## src/rtl/spi_host_arbiter.sv

```systemverilog
// Round-robin, transaction-granular arbiter sharing one SPI host byte port between two requesters.
// Optional forced release of stalled transactions when SPI_ARB_TIMEOUT_EN is defined.
module spi_host_arbiter #(
   parameter int unsigned DataWidth     = 8,
   parameter int unsigned CsGapCycles   = 2,
   parameter int unsigned TimeoutCycles = 256
) (
   input  logic                 clk_sys_i,
   input  logic                 rst_sys_i,
   input  logic                 req0_valid_i,
   input  logic [DataWidth-1:0] req0_data_i,
   input  logic                 req0_last_i,
   output logic                 req0_ready_o,
   input  logic                 req1_valid_i,
   input  logic [DataWidth-1:0] req1_data_i,
   input  logic                 req1_last_i,
   output logic                 req1_ready_o,
   output logic                 host_valid_o,
   output logic [DataWidth-1:0] host_data_o,
   input  logic                 host_ready_i,
   output logic                 cs_n_o,
   output logic [1:0]           grant_o,
   output logic                 timeout_o
);

   localparam int unsigned GapW = (CsGapCycles < 2) ? 1 : $clog2(CsGapCycles + 1);

   if (CsGapCycles < 1) begin : g_bad_gap
      $error("CsGapCycles must be at least 1");
   end
   if (TimeoutCycles < 1) begin : g_bad_tmo
      $error("TimeoutCycles must be at least 1");
   end

   typedef enum logic [1:0] {IDLE, ACTIVE, GAP} state_e;

   state_e              state_q, state_d;
   logic                owner_q, owner_d;
   logic                last_owner_q, last_owner_d;
   logic [GapW-1:0]     gap_cnt_q, gap_cnt_d;
   logic                own_valid, own_last, xfer, tmo_fire;
   logic [DataWidth-1:0] own_data;

   always_comb begin
      own_valid = owner_q ? req1_valid_i : req0_valid_i;
      own_last  = owner_q ? req1_last_i  : req0_last_i;
      own_data  = owner_q ? req1_data_i  : req0_data_i;
   end

   assign xfer = (state_q == ACTIVE) && own_valid && host_ready_i;

`ifdef SPI_ARB_TIMEOUT_EN
   localparam int unsigned TmoW = (TimeoutCycles < 2) ? 1 : $clog2(TimeoutCycles + 1);

   logic [TmoW-1:0] tmo_cnt_q;

   assign tmo_fire = (state_q == ACTIVE) && (tmo_cnt_q == TmoW'(TimeoutCycles));

   // Counts consecutive owner-idle cycles; any valid cycle or leaving ACTIVE restarts it.
   always_ff @(posedge clk_sys_i or posedge rst_sys_i) begin
      if (rst_sys_i) begin
         tmo_cnt_q <= '0;
      end else if ((state_q == ACTIVE) && !own_valid && !tmo_fire) begin
         tmo_cnt_q <= tmo_cnt_q + 1'b1;
      end else begin
         tmo_cnt_q <= '0;
      end
   end
`else
   assign tmo_fire = 1'b0;
`endif

   assign timeout_o = tmo_fire;

   always_ff @(posedge clk_sys_i or posedge rst_sys_i) begin
      if (rst_sys_i) begin
         state_q      <= IDLE;
         owner_q      <= 1'b0;
         last_owner_q <= 1'b1;
         gap_cnt_q    <= '0;
      end else begin
         state_q      <= state_d;
         owner_q      <= owner_d;
         last_owner_q <= last_owner_d;
         gap_cnt_q    <= gap_cnt_d;
      end
   end

   always_comb begin
      state_d      = state_q;
      owner_d      = owner_q;
      last_owner_d = last_owner_q;
      gap_cnt_d    = gap_cnt_q;
      host_valid_o = 1'b0;
      host_data_o  = '0;
      req0_ready_o = 1'b0;
      req1_ready_o = 1'b0;

      unique case (state_q)
         IDLE: begin
            gap_cnt_d = '0;
            if (req0_valid_i && req1_valid_i) begin
               owner_d = !last_owner_q;
            end else if (req1_valid_i) begin
               owner_d = 1'b1;
            end else begin
               owner_d = 1'b0;
            end
            if (req0_valid_i || req1_valid_i) begin
               state_d = ACTIVE;
            end
         end

         ACTIVE: begin
            host_valid_o = own_valid;
            host_data_o  = own_valid ? own_data : '0;
            req0_ready_o = !owner_q && host_ready_i;
            req1_ready_o =  owner_q && host_ready_i;
            if ((xfer && own_last) || tmo_fire) begin
               state_d      = GAP;
               last_owner_d = owner_q;
               gap_cnt_d    = '0;
            end
         end

         GAP: begin
            if (gap_cnt_q == GapW'(CsGapCycles - 1)) begin
               state_d = IDLE;
            end else begin
               gap_cnt_d = gap_cnt_q + 1'b1;
            end
         end

         default: state_d = IDLE;
      endcase
   end

   // Decoded straight from state flops so chip-select follows async reset immediately.
   assign cs_n_o  = (state_q != ACTIVE);
   assign grant_o = (state_q != ACTIVE) ? 2'b00 : (owner_q ? 2'b10 : 2'b01);

endmodule

```

## config.mk

```make
export PLATFORM = sky130hd
export DESIGN_NAME = spi_host_arbiter
export DESIGN_NICKNAME = d
export VERILOG_FILES = /design/src/rtl/spi_host_arbiter.sv
export SDC_FILE = /design/constraint.sdc
export NUM_CORES = 1
export LEC_CHECK = 0
export ABC_AREA = 1
export CAP_MARGIN = 40
export CORE_UTILIZATION = 35
export CTS_CLUSTER_SIZE = 14
export DETAILED_ROUTE_END_ITERATION = 16
export PLACE_DENSITY = 0.93
export SETUP_SLACK_MARGIN = 0.2
export SLEW_MARGIN = 10
export SYNTH_ARGS = -nofsm -noshare
export SYNTH_HDL_FRONTEND = slang
export SYNTH_SLANG_ARGS = --single-unit
```

## constraint.sdc

```tcl
create_clock -name clk_sys_i -period 1.9 [get_ports clk_sys_i]
set_clock_uncertainty 0.05 [all_clocks]
set_input_delay 0.38 -clock clk_sys_i [delete_from_list [all_inputs] [get_ports clk_sys_i]]
set_output_delay 0.38 -clock clk_sys_i [all_outputs]
set_load 0.01 [all_outputs]
```

---- After elaboration in Yosys (flattened, before gate mapping) ----
Cells that the tools add are included.
cells by class
  reductions and logical operators ........ 14
  $add $sub $neg .......................... 1
  muxes and demuxes ....................... 19
  equality and inequality tests ........... 8
operators by type and width
  kind                 count
  $mux 8               3
  $mux 2               7
  $pmux 2 s3           2
  $mux 1               7
  $logic_and 1x1->1    6
  $ne 2x2->1 const B   3
  $reduce_and 3->1     2
  $eq 2x1->1 const B   2
  $ne 2x1->1 const B   2
  $reduce_bool 3->1    1
  $add 2x1->2 const B  1
  $eq 2x2->1 const B   1
  $logic_not 1->1      2
  $logic_not 2->1      1
  $reduce_and 2->1     1
  $logic_or 1x1->1     1
storage, ports and cells
  flip-flop bits (word level) ............. 6
  output and inout port bits .............. 15
  input bits .............................. 23

---- Longest topological paths before layout ----
  depth after elaboration ................. 6
  depth in mapped cells ................... 7
  gate-level depth less buffers ........... 7

---- Least setup slack after synthesis ----
OpenSTA, ideal clock, no wires.
  kind .................................... flip-flop to output port
  start ................................... register state_q[1]
  end ..................................... output host_data_o[0]
  data arrival time ....................... 1.189 ns
  cell stages (with the launch flop) ...... 6
  path slack .............................. 0.281 ns
  required time ........................... 1.470 ns
  cells stage by stage .................... dfrtp_1 or2_1 buf_6 nor2_8 inv_2 a21oi_1
on the way
  word-level cells in the longest chain between the ends .. 2
RTL lines
  what                      line  text
  start: declaration        37    state_e state_q, state_d;
  start signal: assignment  82    state_q <= state_d;
  $eq 2x1->1                99    unique case (state_q)
  $mux 8                    99
  end: declaration          19    output logic [DataWidth-1:0] host_data_o,
No other way between the ends.

---- Worst setup path after layout ----
  start ................................... register owner_q
  end ..................................... output host_data_o[3]
on the way
  word-level cells in the longest chain between the ends .. 3
  elaborated cells between the ends (all ways) .. 4
  classes of those cells .................. mux: 4
RTL lines
  what                              line    text
  start: declaration                38      logic owner_q, owner_d;
  start signal: assignment          83      owner_q <= owner_d;
  $mux 8 or $mux 1 (tied branches)  47, 45
  $mux 8 *                          116     host_data_o = own_valid ? own_data : '0;
  $mux 8 *                          99
Mark *: on every way between the ends. The rest lies on a longest branch, timed or not.

==> flow_metrics.env <==
export IMPL_status="finished clean"
export IMPL_yosysTopAreaCellShare_pct=24.3
export IMPL_ctsLongestPathBuffers=2
export IMPL_path_cells="nor2_1 -> nor2_1 -> buf_4 -> nor2_8 -> inv_6 -> a21oi_1 -> buf_2"
export IMPL_async_flop_share_pct=100
export IMPL_use_met3_pct=3.89
export IMPL_path_common_cell="nor2_1"
export IMPL_critPathMaxFanout=8
export IMPL_p_comb_share_pct=73.2
export IMPL_grt_setup_unrepaired="true"
export IMPL_power_mw=1.31
export IMPL_cts_root_buf="clkbuf_4"
export IMPL_routed_wl_um=1870
export IMPL_finish_utilization_pct=73.0
export IMPL_grt_pass1_wl_um=2520
export IMPL_clock_sinks=6
export IMPL_finalSetupViolCount=0
export IMPL_intPower_mw=0.699
export IMPL_diodes=0
export IMPL_use_met1_pct=28.5
export IMPL_htree_levels=1
export IMPL_drv_slew=0
export IMPL_finalHoldViolations=0
export IMPL_crit_cells=7
export IMPL_grt_max_degree=12
export IMPL_gr_usage_all_layers_pct=24.1
export IMPL_via_per_inst=4.80
export IMPL_critPathCaptureType="output port"
export IMPL_p_sw_mw=0.613
export IMPL_grt_use_met2_pct=38.9
export IMPL_critPathBufInv=3
export IMPL_top_usage_layer="met2"
export IMPL_synth_most_common_cell="nand2_1"
export IMPL_core_area_mm2=0.00133
export IMPL_die_w_um=40.3
export IMPL_clk_pin_slew_ps=50
export IMPL_arrival_ps=1370
export IMPL_postSynthAreaPerCell_um2=6.27
export IMPL_firstDrtPassIters=4
export IMPL_io_pins=38
export IMPL_clk_latency_ps=240
export IMPL_finalCritPeriodShare_pct=94.9
export IMPL_yosys_area_top_type="dfrtp_1"
export IMPL_area_delta_synth_final_pct=89.3
export IMPL_fillers=100
export IMPL_drive_gt1_share_pct=35.6
export IMPL_pwr_density_cell_mw_per_mm2=1350
export IMPL_crit_type="reg -> out"
export IMPL_rows=13
export IMPL_synthXorXnorAreaFrac_pct=0
export IMPL_antenna_found_initial=0
export IMPL_numCtsBuffers=3
export IMPL_cts_tree="built"
export IMPL_initial_core_util_pct=38.6
export IMPL_ys_ff_latch=6
export IMPL_synthFlopType="dfrtp_1"
export IMPL_fin_crit_ps=1800
export IMPL_synth_top_family_by_area="simple AND/OR/NAND/NOR gates"
export IMPL_path_delay_family="flip-flops"
export IMPL_vias=706
export IMPL_p_clk_share_pct=9.2
export IMPL_drc_errors=0
export IMPL_ys_warn_count=0
export IMPL_r2r_cells=8
export IMPL_worstSetupStartpointType="flip-flop"
export IMPL_drt_iter0_drc=14
export IMPL_peakVddDrop_mv=0.933
export IMPL_fin_hold_ws_ps=288
export IMPL_dieArea_mm2=0.00163
export IMPL_wl_per_cell_um=12.7
export IMPL_place_hpwl_um=1530
export IMPL_syn_nets=106
export IMPL_synth_compound_area_share_pct=13.1
export IMPL_dieHeight_um=40.3
export IMPL_grt_pass1_vias=605
export IMPL_seqCellArea_um2=153
export IMPL_place_congestion=0.715
export IMPL_synthMuxAreaShare_pct=0
export IMPL_ys_seq_area_share_pct=29.4
export IMPL_final_nets=157
export IMPL_synthDistinctLibCells=22
export IMPL_multi_input_area_um2=323
export IMPL_required_ps=1470
export IMPL_p_leak_nw=0.516
export IMPL_port_buffers=36
export IMPL_sequentialPowerShare_pct=17.6
export IMPL_fmax_mhz=555
export IMPL_synthCells=82
export IMPL_synthSimpleGateAreaFrac_pct=39.7
export IMPL_synth_common_cells="nand2_1, inv_1, a21oi_1"
export IMPL_drv_cap=0
export IMPL_overflow=0
export IMPL_synth_area_um2=514
export IMPL_cp_slowest_cell="dfrtp_2"
export IMPL_hp_class="in -> async"
export IMPL_antenna_left=0
export IMPL_ctsHoldBuffers=0
export IMPL_swShare_pct=46.7
export IMPL_synth_edff_count=0
export IMPL_synth_adder_area_share_pct=2.43
export IMPL_critPathMaxStageDelay_ps=430
export IMPL_ys_top_cells_by_area="dfrtp_1, nand2_1, inv_1"
## what timing repair did
item | CTS | global route
setup buffers | 2 | 0
resized for setup | 66 | 6
setup endpoints to repair | 14 | 14
pin swaps | 4 | 1
## logic make-up after synthesis
| kind of cell | count (synthesis) |
|---|---|
| AOI/OAI and AO/OA | 13 |
| and+or+nand+nor | 44 |
| other | 1 |
| DFF | 6 |
| adders and majority gates | 1 |
| buffers and inverters | 17 |
## layout by cell type (no fill, tap or decap), types with 2 or more instances in the layout
master / n
inv_1: 10
a21oi_2: 6
clkdlybuf4s50_1: 20
nor3_2: 2
nand3_1: 3
nand4_1: 2
a21oi_1: 2
inv_2: 2
nor2_1: 5
buf_4: 14
nand2_1: 28
o21ai_0: 3
clkbuf_4: 3
buf_2: 13
dfrtp_1: 4
dlygate4sd2_1: 2
## final timing paths
kind,start,end,slack (ps)
min reg2reg,last_owner_q,last_owner_q,440
max,owner_q,host_data_o[3],100
max reg2reg,owner_q,gap_cnt_q[1],450
min,rst_sys_i,gap_cnt_q[1],290
max in group asynchronous,rst_sys_i,last_owner_q,1260
min in group clk_sys_i,last_owner_q,last_owner_q,440
## flip-flops by register name (all words and copies together), names as in the netlist
name and cells:
state_q 2, gap_cnt_q 2, owner_q 1, last_owner_q 1
## power groups by stage
stage / registers (mW) / logic [mW] / clock network, mW
2_1_floorplan: 0.224 / 0.474 / 0
4_1_cts: 0.228 / 0.931 / 0.128
6_report: 0.231 / 0.961 / 0.121
3_3_place_gp: 0.224 / 0.904 / 0
3_5_place_dp: 0.231 / 0.947 / 0
5_1_grt: 0.235 / 1.04 / 0.135
## worst reg2reg max path: stages (launching register included)
cell and delay, ps:
dfrtp_2 430, buf_4 140, buf_4 120, nand2_1 80, nand3_1 80, o21bai_1 210
nand2_1 110, nand2_1 80, nand2_1 50
## cell type report
class,instances,area share [%]
flip-flops and latches,6,15.7
clock buffers,4,2.70
repair buffers,50,41.0
inverters,13,5.53
well taps,15,1.93
multi-input cells,59,33.2
## per-layer routing
layer	wire [µm]	up-vias
met4	49	0
met3	51	6
met1	795	324
met5	0	-
li1	-	353
met2	972	23
## through the flow
| stage | cells | TNS [ps] | cell area (µm²) | setup WS (ps) |
|---|---|---|---|---|
| 2_1_floorplan | 82 | 0 | 514 | 281 |
| 3_3_place_gp | 141 | -4750 | 957 | -521 |
| 3_5_place_dp | 141 | -5070 | 957 | -544 |
| 4_1_cts | 147 | 0 | 962 | 115 |
| 5_1_grt | 147 | 0 | 973 | 46.8 |
| 6_report | 147 | 0 | 973 | 97.3 |
Note: power is estimated with default switching activity, not from simulation.
